==> src/rtl/regfile_pkg.sv <==
// Shared definitions for the scoreboarded register file: default parameters,
// FSM states and the encodings for the initial register contents.
package regfile_pkg;

  localparam int XLEN_DEF     = 32;
  localparam int NREGS_DEF    = 32;
  localparam int NRD_DEF      = 2;
  localparam int ZERO_REG_DEF = 1;

  localparam int INIT_ZERO  = 0;
  localparam int INIT_INDEX = 1;
  localparam int INIT_MODE_DEF = INIT_INDEX;

  // state | meaning
  // INIT  | sweeping the array with initial values, one register per cycle
  // RUN   | normal operation, writes and reservations accepted
  typedef enum logic {
    INIT = 1'b0,
    RUN  = 1'b1
  } state_t;

endpackage

==> src/rtl/regfile_scoreboard.sv <==
// Per-register busy bits: set on reservation, cleared on write-back.
// A reservation and a write-back to the same register leave it busy.
module regfile_scoreboard import regfile_pkg::*; #(
  parameter  int NREGS = NREGS_DEF,
  parameter  int NRD   = NRD_DEF,
  localparam int AW    = $clog2(NREGS)
) (
  input  logic                    clk,
  input  logic                    rst,
  input  logic                    hold,
  input  logic                    set_en,
  input  logic [AW-1:0]           set_addr,
  input  logic                    clr_en,
  input  logic [AW-1:0]           clr_addr,
  input  logic [NRD-1:0][AW-1:0]  rd_addr,
  output logic [NRD-1:0]          rd_busy
);

  logic [NREGS-1:0] busy;

  always_ff @(posedge clk) begin
    if (rst || hold) begin
      busy <= '0;
    end else begin
      for (int i = 0; i < NREGS; i++) begin
        if (set_en && set_addr == AW'(i))
          busy[i] <= 1'b1;
        else if (clr_en && clr_addr == AW'(i))
          busy[i] <= 1'b0;
      end
    end
  end

  // A write-back in flight hides the busy bit; a same-cycle reservation does not show yet.
  always_comb begin
    rd_busy = '0;
    for (int k = 0; k < NRD; k++)
      rd_busy[k] = busy[rd_addr[k]] & ~(clr_en && clr_addr == rd_addr[k]);
  end

endmodule

==> src/rtl/regfile_sb.sv <==
// Flop-based multi-port register file with write bypass, busy scoreboard
// and a self-initialising sweep after reset.
module regfile_sb import regfile_pkg::*; #(
  parameter  int XLEN      = XLEN_DEF,
  parameter  int NREGS     = NREGS_DEF,
  parameter  int NRD       = NRD_DEF,
  parameter  int ZERO_REG  = ZERO_REG_DEF,
  parameter  int INIT_MODE = INIT_MODE_DEF,
  localparam int AW        = $clog2(NREGS)
) (
  input  logic                     clk,
  input  logic                     rst,
  output logic                     ready,
  input  logic [NRD-1:0][AW-1:0]   rd_addr,
  output logic [NRD-1:0][XLEN-1:0] rd_data,
  output logic [NRD-1:0]           rd_busy,
  input  logic                     we,
  input  logic [AW-1:0]            wa,
  input  logic [XLEN-1:0]          wd,
  input  logic                     rsv_valid,
  input  logic [AW-1:0]            rsv_addr,
  input  logic [AW-1:0]            probe_addr,
  output logic [XLEN-1:0]          probe_data
);

  localparam bit ZR = (ZERO_REG != 0);

  state_t            state, state_nxt;
  logic [AW-1:0]     cnt;
  logic              init_wr;
  logic [XLEN-1:0]   init_val;
  logic              wr_en, set_en, clr_en;
  logic [XLEN-1:0]   mem [NREGS];

  always_ff @(posedge clk) begin
    if (rst) state <= INIT;
    else     state <= state_nxt;
  end

  always_comb begin
    state_nxt = state;
    case (state)
      INIT:    if (cnt == AW'(NREGS - 1)) state_nxt = RUN;
      RUN:     state_nxt = RUN;
      default: state_nxt = INIT;
    endcase
  end

  always_comb begin
    ready   = 1'b0;
    init_wr = 1'b0;
    case (state)
      INIT:    init_wr = 1'b1;
      RUN:     ready   = 1'b1;
      default: ;
    endcase
  end

  // Counter wraps back to 0 on the last INIT write, so it rests at 0 in RUN.
  always_ff @(posedge clk) begin
    if (rst)          cnt <= '0;
    else if (init_wr) cnt <= cnt + AW'(1);
  end

  assign init_val = (INIT_MODE == INIT_INDEX) ? XLEN'(cnt) : '0;
  assign wr_en    = ready & we & ~(ZR && wa == '0);
  assign clr_en   = ready & we;
  assign set_en   = ready & rsv_valid & ~(ZR && rsv_addr == '0);

  always_ff @(posedge clk) begin
    if (!rst) begin
      if (init_wr)    mem[cnt] <= init_val;
      else if (wr_en) mem[wa]  <= wd;
    end
  end

  always_comb begin
    rd_data = '0;
    for (int k = 0; k < NRD; k++) begin
      if (ZR && rd_addr[k] == '0)
        rd_data[k] = '0;
      else if (ready && we && wa == rd_addr[k])
        rd_data[k] = wd;
      else
        rd_data[k] = mem[rd_addr[k]];
    end
  end

  assign probe_data = (ZR && probe_addr == '0) ? '0 : mem[probe_addr];

  regfile_scoreboard #(
    .NREGS (NREGS),
    .NRD   (NRD)
  ) u_scoreboard (
    .clk      (clk),
    .rst      (rst),
    .hold     (init_wr),
    .set_en   (set_en),
    .set_addr (rsv_addr),
    .clr_en   (clr_en),
    .clr_addr (wa),
    .rd_addr  (rd_addr),
    .rd_busy  (rd_busy)
  );

endmodule

==> config.mk <==
export PLATFORM = sky130hd
export DESIGN_NAME = regfile_sb
export DESIGN_NICKNAME = d
export VERILOG_FILES = /design/src/rtl/regfile_pkg.sv /design/src/rtl/regfile_scoreboard.sv /design/src/rtl/regfile_sb.sv
export SDC_FILE = /design/constraint.sdc
export NUM_CORES = 2
export LEC_CHECK = 0
export CORE_MARGIN = 2
export CORE_UTILIZATION = 46
export DETAILED_ROUTE_END_ITERATION = 12
export SYNTH_ARGS = -nofsm -noshare
export SYNTH_HDL_FRONTEND = slang
export SYNTH_SLANG_ARGS = --single-unit
==> constraint.sdc <==
create_clock -name clk -period 4.46 [get_ports clk]
set_clock_uncertainty 0.1 [all_clocks]
set_input_delay 0.892 -clock clk [delete_from_list [all_inputs] [get_ports clk]]
set_output_delay 0.892 -clock clk [all_outputs]
set_load 0.005 [all_outputs]
### Word level (Yosys, flattened, before mapping)

Memory sizes are Yosys's and may differ from the RTL's.
Index checks and enable logic that the tools add are counted.

| cells by class | value |
|---|---|
| add/subtract/negate cells | 1 |
| multipliers | 0 |
| divide/modulo/power cells | 0 |
| order comparisons | 2 |
| equal/unequal tests | 65 |
| shifts and indexed selects | 0 |
| muxes and demuxes | 86 |
| bitwise logic cells | 11 |
| reductions and logical operators | 108 |

Operator list:

| operator | count |
|---|---|
| two-way mux 32 bit | 6 |
| == test 5 bit, second input constant | 33 |
| == test 5 x 4 -> 1 bit, second input constant | 16 |
| two-way mux 1 bit | 76 |
| logical AND 1 bit | 69 |
| nonzero test 2 bit | 32 |
| == test 5 x 3 -> 1 bit, second input constant | 8 |
| OR reduction 32 bit | 1 |
| zero test 5 bit | 5 |
| == test 5 x 2 -> 1 bit, second input constant | 4 |
| < comparator 5 x 6 -> 1 bit, second input constant | 2 |
| binary-select mux 1 bit (select 5 bit) | 2 |
| == test 5 x 1 -> 1 bit, second input constant | 2 |
| == test 5 bit | 2 |
| AND 1 bit | 6 |
| adder 5 x 1 -> 5 bit, second input constant | 1 |
| two-way mux 5 bit | 1 |
| NOT 1 bit | 5 |
| case mux 1 bit (2 select lines) | 1 |
| logical OR 1 bit | 1 |

| word-level totals | value |
|---|---|
| flip-flop bits (word level) | 38 |
| latch bits | 0 |
| bits in writable memories | 1024 |
| bits in read-only memories | 0 |
| bits of input ports | 61 |
| output and inout bits | 99 |
| word-level logic and storage cells | 308 |
| memories | 1 |

Memory list:

| name | depth | width | rd ports | clocked after Yosys merged registers in | wr ports | line | RTL |
|---|---|---|---|---|---|---|---|
| mem | 32 | 32 | 3 | 0 | 1 | regfile_sb.sv:33 | `logic [XLEN-1:0] mem [NREGS];` |

### Longest topological paths before layout

| logic depth | value |
|---|---|
| word-level depth | 9 |
| depth in mapped cells | 9 |

### Hierarchy

From an unflattened synthesis, not the netlist that was laid out.

| unflattened totals | value |
|---|---|
| cell total of the unflattened synthesis | 3369 |
| area total of the unflattened synthesis | 58379.7 sq um |

By module, submodules not included:

| module | times used | cells an instance | area each (sq um) |
|---|---|---|---|
| regfile_sb | 1 | 3128 | 56334.0 |
| regfile_scoreboard | 1 | 241 | 2045.7 |

### Least setup slack after synthesis

No wires, ideal clock.

| path | value |
|---|---|
| path kind | input -> register |
| start point | input port wa[0] |
| end point | memory mem[28][0] (netlist bit) (enable) |
| setup time | 0.421 ns |
| arrival time | 3.565 ns |
| required time | 3.939 ns |
| path slack | 0.374 ns |
| stages | 6 |
| cell sequence | buf_2 -> or4_1 -> o21ai_1 -> nand2_1 -> o32a_1 -> nor2_1 |

| on the way | value |
|---|---|
| cells in the longest elaborated chain, start to end | 9 |
| elaborated cells on any way between the ends | 10 |
| classes of those cells | mux (6); bitwise (2); reduce/logical (2) |

RTL lines:

| item | line | RTL |
|---|---|---|
| start: declaration | regfile_sb.sv:18 | `input logic [AW-1:0] wa,` |
| zero test 5 bit | regfile_sb.sv:66 | `assign wr_en = ready & we & ~(ZR && wa == '0);` |
| NOT 1 bit | regfile_sb.sv:66 |  |
| AND 1 bit | regfile_sb.sv:66 |  |
| two-way mux 1 bit | regfile_sb.sv:73 | `else if (wr_en) mem[wa] <= wd;` |
| two-way mux 1 bit | regfile_sb.sv:72 | `if (init_wr) mem[cnt] <= init_val;` |
| two-way mux 1 bit | regfile_sb.sv:71 | `if (!rst) begin` |
| two-way mux 1 bit (not written as such) | regfile_sb.sv:73 |  |
| OR reduction 32 bit (no line) | - |  |
| two-way mux 5 bit (no line) / two-way mux 1 bit (equally long branches) | - |  |
| end: declaration | regfile_sb.sv:33 |  |

Parallel ways exist; a longest one is shown, timed or not.

==> flow_summary.ini <==
[cts]
cts_tree = built
hold_buffers = 0
clkSlewWorstSetupHoldPaths_ps = 60
cts_sinks = 1062
cts-root-buf = clkbuf_16
htreeDepth = 3
clkLatencyLatePin_ps = 710
cts_buffers = 116
clockBufferDepth = 3

[min_path]
holdPathEnd = u_scoreboard.busy[0]
hold_class = register to register
whs_path_depth = 2
hp-start = u_scoreboard.busy[0]

[pwr]
power.ir.vdd_worst_v = 0.000307
power-per-cell-area_mw_per_mm2 = 337
power.total_mw = 23.6
p_leak_nw = 22.0

[critical_path]
r2r_cells = 5
r2r-end = mem[20][31]
reg2reg_slack_ps = 1400
cp.required_ps = 3470
critical_path.max_stage_delay_ps = 540
worst_setup_path_end_kind = output port
cpMaxStageDelayCell = clkdlybuf4s50_1
cpMostUsedCell = buf_4
critical_path.cell_chain = buf_2 -> buf_4 -> clkinv_1 -> buf_4 -> buf_4 -> nand2_1 -> o221ai_1 -> o221a_2 -> clkdlybuf4s50_1
crit_fanout = 11
cp-start-kind = input pin
crit_type = input pin to output port
arrival_ps = 3520
timing.rr.start = state

[routing]
vias_per_cell = 7.42
wl_per_cell_um = 42.3
ant_nets = 0
vias = 41600
drt_iter0_markers = 7120
post-route-drc-count = 0
wirelength_um = 237000
first_pass_iters = 7

[global_routing]
grt_pass1_vias = 41200
overflow = 0
grt_antenna_before_repair = 10
grt_max_degree = 41
grt_pass1_wl_um = 329000
grtUsageTotal_pct = 36.3

[synthesis]
syn_inst = 3403
netlist.area_leader.share_pct = 52.6
avgSynthCellArea_um2 = 17.2
synth_enable_flop_cells = 1024
synth_area_mm2 = 0.0585
synth-seq-cells = 1062
yosys_warnings = 0
synth_fp_nets = 3466
seq_area_frac_synth_pct = 53.9
synth_cell_types = 65
synthArstFlopShare_pct = 0
synth_area_leaders = edfxtp_1 (53%), mux4_2 (27%), mux2i_1 (5.8%)
synth_top_area_cell = edfxtp_1
synth_ff_type = edfxtp_1

[sta]
max_freq_mhz = 221
max_slew_margin_pct = 12.4
tightestPinTransition_ps = 1310
layout_min_cycle_time_ps = 4520
setup_ws_ps = -55.5
setup_viol_count_final = 7
maxSlewViolCount = 0
finalHoldViolations = 0
tns_ps = -210
holdWs_ps = 370
fin_crit_sh_pct = 101
rsz0062_at_grt = false

[placement]
pre_cts_slack_ps = -419
place_hpwl_um = 152000
portBuffers = 159
gp_congestion = 0.961

[layout]
utilization_pct = 55.7
mostFrequentLayoutCell = edfxtp_1
final_layout_size_suffix_gt1_share_pct = 37.1
num-fill-cells = 9620
seqCellArea_mm2 = 0.0315
final_nets = 3917
mostFrequentLayoutCells = edfxtp_1 (1,024), mux4_2 (694), buf_4 (353)
area_growth_pct = 19.9
multi_input_area_mm2 = 0.0256

[outcome]
violations = setup timing
status = finished with violations

[die]
design.die.area_mm2 = 0.130
fp.dieH_um = 361
initial_core_util_pct = 46.5
fp.coreArea_mm2 = 0.126
dieWidth_um = 361
io_pins = 160
rows = 130

[run]
drv_cap = 0
## per-stage QoR
stage               cells  area (µm²)
CTS                  5600       70100
finish               5607       70200
global placement     5381       66200
detailed placement   5381       66200
global route         5600       70100
floorplan            3403       58500
## Yosys cell counts (all sizes together), types with 4 or more instances
cell type and instances:
a32o 9, a22oi 133, o221ai 37, mux4 694
clkbuf 130, nand3b 4, dfxtp 38, o211ai 7
a221o 11, mux2i 338, nor2b 13, nand2 123
xnor2 10, mux2 13, a221oi 7, a22o 65
a21oi 85, nor3 15, o22ai 43, a32oi 9
nand2b 14, nand3 13, inv 37, o2111ai 9
edfxtp 1024, o221a 8, a211oi 56, o21ai 87
and2 33, or4 7, buf 189, nor2 72
and3 5, nor4 4, a31oi 22
## registers in the layout, summed over array words and instances (netlist names)
register / cells
mem: 1024
state: 1
cnt: 5
u_scoreboard.busy: 32
## routing by layer
layer  global-route usage, %  vias up  routed length (µm)
met5                       0        -                  58
met4                    19.7        8               14800
met3                    9.58      771               31500
met2                    54.6     3463              107000
met1                    48.5    21700               84100
li1                        -    15600                   -
## final cells by class
cell class / count / area share, %
diodes: 7 / 0.0250
clock buffers: 141 / 4.30
clock inverters: 73 / 1.07
inverters: 39 / 0.209
multi-input cells: 1983 / 36.4
flip-flops and latches: 1062 / 44.9
well taps: 1650 / 2.94
repair buffers: 652 / 10.1
## kinds of logic (layout without fill, tap and decap cells)
family	after synthesis	after routing	synth area share, %
flip-flops	1062	1062	53.9
adder cells (fa/ha/maj)	2	2	0.0428
multiplexers	1045	1045	32.7
buffers and inverters	358	905	3.24
XOR/XNOR	13	13	0.195
other	0	7	0
AND/OR/NAND/NOR	321	321	2.61
AO/OA/AOI/OAI	602	602	7.30
## worst max path at each step
stage / from / endpoint / slack, ps / cells past startpoint
floorplan: wa[0] / mem[28][0] / 370 / 6
global placement: rd_addr[7] / rd_data[57] / -410 / 9
detailed placement: rd_addr[7] / rd_data[57] / -420 / 9
CTS: rd_addr[5] / rd_data[43] / 5 / 8
global route: rd_addr[0] / rd_data[7] / 5 / 9
finish: rd_addr[9] / rd_data[33] / -60 / 9
## worst max-delay path, delay by kind of cell
family	cells	cell delay, ps
AO/OA/AOI/OAI	2	700
buffers and inverters	6	1570
AND/OR/NAND/NOR	1	350
## report_power, final
part / total [mW] / switching [mW] / internal [mW]
Clock: 9.74 / 4.14 / 5.60
Sequential: 10.9 / 0.0484 / 10.9
Combinational: 2.98 / 1.64 / 1.34
Total: 23.6 / 5.83 / 17.8
## what timing repair did
action	CTS	global route
gates resized for setup	17	16
setup buffers	5	0
setup endpoints to repair	39	17
pin swaps	0	1
Power figures use the tool's default switching activity.
